--- config.mk ---
export PLATFORM = sky130hd
export DESIGN_NAME = fio_rx_fifo
export DESIGN_NICKNAME = d
export VERILOG_FILES = /design/src/rtl/fio_pkg.sv /design/src/rtl/fio_byte_fifo.sv /design/src/rtl/fio_rx_fifo.sv
export SDC_FILE = /design/constraint.sdc
export NUM_CORES = 1
export LEC_CHECK = 0
export CORE_MARGIN = 4
export CORE_UTILIZATION = 59
export DETAILED_ROUTE_END_ITERATION = 8
export PLACE_DENSITY = 0.78
export SLEW_MARGIN = 20
export SYNTH_ARGS = -nofsm -noshare
export SYNTH_HDL_FRONTEND = slang
export SYNTH_HIERARCHICAL = 1
export SYNTH_SLANG_ARGS = --single-unit
--- constraint.sdc ---
create_clock -name mclk -period 3.86 [get_ports mclk]
set_input_delay 0.579 -clock mclk [delete_from_list [all_inputs] [get_ports mclk]]
set_output_delay 0.579 -clock mclk [all_outputs]
set_load 0.02 [all_outputs]
--- src/rtl/fio_pkg.sv ---
// Shared constants for the file I/O peripheral input path.
//   FIO_BYTE_W        : width of one stream byte
//   FIO_EMPTY_BYTE    : value presented on fio_din while the buffer is empty
//   FIO_DEPTH_DEFAULT : default receive buffer depth (entries)
//   FIO_AW_DEFAULT    : pointer width matching FIO_DEPTH_DEFAULT
//   FIO_STATS_W       : width of the optional accepted-byte counter
package fio_pkg;

  localparam int unsigned FIO_BYTE_W        = 8;
  localparam logic [FIO_BYTE_W-1:0] FIO_EMPTY_BYTE = 8'hFF;
  localparam int unsigned FIO_DEPTH_DEFAULT = 16;
  localparam int unsigned FIO_AW_DEFAULT    = $clog2(FIO_DEPTH_DEFAULT);
  localparam int unsigned FIO_STATS_W       = 16;

endpackage : fio_pkg

--- src/rtl/fio_byte_fifo.sv ---
// Generic synchronous FIFO with push/pop/flush and an occupancy count.
// Ports:
//   mclk, puc_rst : clock, synchronous active-high reset
//   flush         : synchronous clear of pointers and level (contents kept)
//   push, wdata   : write request and data; ignored when full
//   pop           : read request; ignored when empty
//   rdata         : entry at the read pointer (combinational)
//   level         : registered occupancy 0..DEPTH
//   full, empty   : decoded from level
module fio_byte_fifo
  import fio_pkg::*;
#(
  parameter int unsigned DEPTH = FIO_DEPTH_DEFAULT,
  parameter int unsigned AW    = FIO_AW_DEFAULT,
  parameter int unsigned W     = FIO_BYTE_W
) (
  input  logic          mclk,
  input  logic          puc_rst,
  input  logic          flush,
  input  logic          push,
  input  logic [W-1:0]  wdata,
  input  logic          pop,
  output logic [W-1:0]  rdata,
  output logic [AW:0]   level,
  output logic          full,
  output logic          empty
);

  localparam int unsigned LW = AW + 1;

  logic [W-1:0]  mem [DEPTH];
  logic [AW-1:0] wr_ptr;
  logic [AW-1:0] rd_ptr;
  logic          push_ok;
  logic          pop_ok;

  assign full    = (level == LW'(DEPTH));
  assign empty   = (level == '0);
  assign push_ok = push & ~full;
  assign pop_ok  = pop & ~empty;
  assign rdata   = mem[rd_ptr];

  // Storage array; never reset, written only on an accepted push.
  always_ff @(posedge mclk) begin
    if (push_ok && !flush && !puc_rst) begin
      mem[wr_ptr] <= wdata;
    end
  end

  // Pointers wrap naturally at AW bits; level tracks the difference.
  always_ff @(posedge mclk) begin
    if (puc_rst) begin
      wr_ptr <= '0;
      rd_ptr <= '0;
      level  <= '0;
    end else if (flush) begin
      wr_ptr <= '0;
      rd_ptr <= '0;
      level  <= '0;
    end else begin
      if (push_ok) wr_ptr <= wr_ptr + AW'(1);
      if (pop_ok)  rd_ptr <= rd_ptr + AW'(1);
      case ({push_ok, pop_ok})
        2'b10:   level <= level + LW'(1);
        2'b01:   level <= level - LW'(1);
        default: level <= level;
      endcase
    end
  end

endmodule : fio_byte_fifo

--- src/rtl/fio_rx_fifo.sv ---
// Receive-side byte buffer for the file I/O peripheral. Host bytes enter on a
// valid/ready handshake; the head byte is offered to the peripheral, and one
// byte is consumed per rising edge of fio_dnxt.
// Ports:
//   mclk, puc_rst        : clock, synchronous active-high reset
//   rx_data, rx_valid    : host byte and its valid
//   rx_ready             : buffer not full (from registered level only)
//   flush                : synchronous clear of buffered bytes
//   fio_din, fio_dready  : head byte (8'hFF when empty) and non-empty flag
//   fio_dnxt             : read acknowledge, edge-detected
//   level                : current occupancy
// Optional (FIO_RX_STATS_EN defined):
//   rx_total             : saturating count of accepted host bytes
//   pop_empty_err        : sticky, read acknowledge seen while empty
module fio_rx_fifo
  import fio_pkg::*;
#(
  parameter int unsigned DEPTH = FIO_DEPTH_DEFAULT,
  parameter int unsigned AW    = FIO_AW_DEFAULT
) (
  input  logic                  mclk,
  input  logic                  puc_rst,
  input  logic [FIO_BYTE_W-1:0] rx_data,
  input  logic                  rx_valid,
  output logic                  rx_ready,
  input  logic                  flush,
  output logic [FIO_BYTE_W-1:0] fio_din,
  output logic                  fio_dready,
  input  logic                  fio_dnxt,
  output logic [AW:0]           level
`ifdef FIO_RX_STATS_EN
  ,
  output logic [FIO_STATS_W-1:0] rx_total,
  output logic                   pop_empty_err
`endif
);

  logic                  dnxt_q;
  logic                  dnxt_rise;
  logic                  push;
  logic                  pop;
  logic                  fifo_full;
  logic                  fifo_empty;
  logic [FIO_BYTE_W-1:0] head;

  assign rx_ready  = ~fifo_full;
  assign push      = rx_valid & rx_ready;
  assign dnxt_rise = fio_dnxt & ~dnxt_q;
  // An edge arriving while empty is consumed here and never replayed.
  assign pop       = dnxt_rise & ~fifo_empty;

  // Rising-edge detector history for the read acknowledge.
  always_ff @(posedge mclk) begin
    if (puc_rst) dnxt_q <= 1'b0;
    else         dnxt_q <= fio_dnxt;
  end

  fio_byte_fifo #(
    .DEPTH (DEPTH),
    .AW    (AW),
    .W     (FIO_BYTE_W)
  ) u_fifo (
    .mclk    (mclk),
    .puc_rst (puc_rst),
    .flush   (flush),
    .push    (push),
    .wdata   (rx_data),
    .pop     (pop),
    .rdata   (head),
    .level   (level),
    .full    (fifo_full),
    .empty   (fifo_empty)
  );

  // Empty buffer shows a fixed idle byte; fio_dready tells it apart from data.
  assign fio_dready = ~fifo_empty;
  assign fio_din    = fifo_empty ? FIO_EMPTY_BYTE : head;

`ifdef FIO_RX_STATS_EN
  // Statistics survive flush; only reset clears them.
  always_ff @(posedge mclk) begin
    if (puc_rst) begin
      rx_total      <= '0;
      pop_empty_err <= 1'b0;
    end else begin
      if (push && !flush && (rx_total != '1)) begin
        rx_total <= rx_total + FIO_STATS_W'(1);
      end
      if (dnxt_rise && fifo_empty) begin
        pop_empty_err <= 1'b1;
      end
    end
  end
`endif

endmodule : fio_rx_fifo

==> impl_metrics.py <==
metrics = {
    "timing": {
        "skew_ns": 0.00937,
        "hold_slack_ns": 0.521,
        "min_period_over_period": 0.939,
        "drv_slew": 0,
        "max_slew.worst_pin.slew_ns": 0.923,
        "rsz0062_at_grt": "no",
        "setup_viol": 0,
        "finalSetupTns_ns": 0,
        "period_minus_slack_ns": 3.63,
        "finalHoldViolCount": 0,
        "max_freq_ghz": 0.276,
        "worst_slack_ns": 0.235,
        "slew_headroom": 0.382,
    },
    "critical_path": {
        "crit_fanout": 8,
        "crit_chain": "buf_4, mux4_2, a22oi_1, nand2_1, or2_1, clkdlybuf4s50_1",
        "reg2reg_depth": 12,
        "slowest_stage": "dfxtp_2",
        "r2r_start": "u_fifo/level[3]",
        "crit-reg2reg-capture": "u_fifo/level[4]",
        "critPathMaxStageDelay_ns": 0.57,
        "start_kind": "flop",
        "required_ns": 3.28,
        "r2r_slack_ns": 0.71,
        "crit_arrival_ns": 3.05,
        "cp-end-kind": "primary output",
        "path_class": "flop to primary output",
    },
    "power_and_ir_drop": {
        "peakVddDrop_uv": 383,
        "power.density_nw_per_um2": 496,
        "power.share.sequential": 0.499,
        "swShare": 0.195,
        "leakagePower_uw": 0.00232,
        "p_total_uw": 3450,
        "intPower_uw": 2780,
        "p_comb_frac": 0.025,
        "power_switching_uw": 674,
        "clkPwrFrac": 0.475,
    },
    "synth": {
        "yosysUniqueCellTypes": 36,
        "synth_top_family_by_area": "multiplexers",
        "netlist_area_um2": 5840,
        "synth_simple_gate_area_share": 0.0634,
        "yosys-top-cells-area": "edfxtp_1 66%, mux4_2 12%, dfxtp_1 6.2%",
        "syn_nets": 353,
        "ys_seq_elements": 146,
        "synth.area.mux_share": 0.130,
        "yosysWarnings": 6,
        "synth_compound_area_frac": 0.0371,
        "yosysTopAreaCell": "edfxtp_1",
        "synth_seq_area_share": 0.720,
        "synthXorXnorAreaFrac": 0.00900,
        "avgSynthCellArea_um2": 17.7,
        "syn_inst": 330,
        "synth.top_cell.area_share": 0.658,
        "synth_fa_ha_area_frac": 0.0227,
    },
    "final_layout": {
        "final_cells": 523,
        "area_growth_pct": 19.2,
        "insertedDiodeCount": 0,
        "drive_above_1_share": 0.218,
        "fillers": 559,
        "nets": 400,
    },
    "cts": {
        "hold_buffers": 0,
        "cts_inserted_buffers": 17,
        "cts_setup_buffers": 0,
        "cts_sinks": 146,
        "clk_path_buf_depth": 2,
        "clkTransAtPathRegs_ns": 0.06,
        "cts_resized": 0,
        "clkLatencyLatePin_ns": 0.52,
        "cts_tree": "done",
        "cts-root-buf": "clkbuf_8",
        "cts_max_level": 4,
    },
    "detailed_routing": {
        "ant_nets": 0,
        "viasPerCell": 5.97,
        "drtIter0Drc": 288,
        "firstDrtPassIters": 6,
        "vias": 3122,
        "wl_um": 11600,
        "wl_per_cell_um": 22.3,
        "drc": 0,
    },
    "worst_hold_path": {
        "min_from": "u_fifo/rd_ptr[3]",
        "holdPathEnd": "u_fifo/rd_ptr[3]",
        "holdPathStages": 2,
        "holdCritPathClass": "flop to flop",
    },
    "run": {
        "max-cap-violations": 0,
    },
    "place": {
        "post-dp-hpwl_um": 7290,
        "io_buffer_count": 27,
        "dp.cells": 491,
        "pre_cts_ws_ns": 0.648,
        "gp_routability_congestion": 0.800,
    },
    "global_routing": {
        "grt_max_degree": 33,
        "grt_pass1_vias": 3307,
        "gr-usage-all-layers": 0.223,
        "antenna_found_initial": 0,
        "grt_pass1_wl_um": 18300,
        "overflow": 0,
    },
    "status": {
        "status": "completed",
    },
    "floorplan": {
        "coreArea_um2": 9680,
        "row_count": 36,
        "num_io_pins": 28,
        "dieArea_um2": 11600,
        "die_y_um": 107,
        "start_util": 0.603,
        "die_x_um": 107,
    },
}
## kinds of logic after synthesis
family          after synthesis
compound gates               28
fa+ha+maj                    10
flops                       146
buf+inv                      24
mux                          36
simple gates                 80
xor+xnor                      6
## critical path: cells and delay by family, from the launching register on
kind	cells	cell delay [ns]
buf+inv	2	0.81
flops	1	0.57
simple gates	2	0.33
compound gates	1	0.29
mux	1	0.52
## area by class of cell
class	count	area, um^2	share of cell area
sequential	146	4210	0.604
multi-input combinational	160	1530	0.220
clock buffer	25	571	0.0820
timing repair buffer	42	395	0.0568
tap	133	166	0.0239
clock inverter	7	51.3	0.00737
inverter	10	37.5	0.00539
## synth_stat cells, drive strengths merged
cell and count:
edfxtp 128, nor2 37, mux4 32, dfxtp 18, a22oi 16, nand2 16, inv 10, or2 10
ha 9, buf 7, clkbuf 7, a21oi 5, xor2 5, mux2i 4, nand3 4, nor2b 4
o211ai 3, or4 3, a21o 1, a31o 1, and2 1, and3 1, fa 1, nand2b 1
nand4b 1, nor3b 1, o21a 1, o21ai 1, or3 1, xnor2 1
## sequential cells by signal, indices dropped and copies added, names as in the netlist, named ones only
name and cells:
u_fifo/mem 128, u_fifo/level 5, u_fifo/rd_ptr 4, u_fifo/wr_ptr 4, dnxt_q 1
## layer usage
layer | global-route usage | part of all wire | up-vias
li1 | - | - | 1387
met2 | 0.377 | 0.53 | 123
met1 | 0.290 | 0.40 | 1593
met5 | 0 | 0 | -
met3 | 0.0426 | 0.054 | 19
met4 | 0.0830 | 0.017 | 0
## cells in the final DEF (no fill, tap or decap), types with 2 or more instances in the layout
master / count
edfxtp_1: 128
nor2_1: 37
mux4_2: 32
clkdlybuf4s50_1: 27
clkbuf_16: 21
dfxtp_1: 17
a22oi_1: 16
nand2_1: 16
buf_4: 14
inv_1: 9
ha_1: 9
or2_1: 8
xor2_1: 5
nor2b_1: 4
nand3_1: 4
a21oi_1: 4
mux2i_1: 4
clkbuf_8: 3
or4_1: 3
inv_6: 2
clkinv_2: 2
clkinv_4: 2
or2_2: 2
o211ai_1: 2
## worst max path at each step
| stage | start | end | slack (ns) | cells past startpoint |
|---|---|---|---|---|
| 2_1_floorplan | u_fifo/level[0] | u_fifo/level[4] | 0.91 | 14 |
| 3_3_place_gp | fio_dnxt | u_fifo/level[4] | 0.70 | 11 |
| 3_5_place_dp | fio_dnxt | u_fifo/level[4] | 0.65 | 11 |
| 4_1_cts | flop | fio_din[4] | 0.19 | 6 |
| 5_1_grt | flop | fio_din[4] | 0.07 | 6 |
| 6_report | flop | fio_din[4] | 0.23 | 6 |
## power by group through the flow
stage	Sequential (uW)	Combinational, uW	Clock [uW]
2_1_floorplan	1760	37.9	0
3_3_place_gp	1760	85.2	0
3_5_place_dp	1760	87.9	0
4_1_cts	1720	89.1	1660
5_1_grt	1720	95.9	1730
6_report	1720	87.7	1640
## per-stage QoR
stage	util	cell area, um^2
final	0.719	6960
after global routing	0.719	6960
after CTS	0.719	6960
after detailed placement	0.654	6340
after global placement	0.654	6340
after floorplan	-	5840
Note: power is estimated with default switching activity, not from simulation.
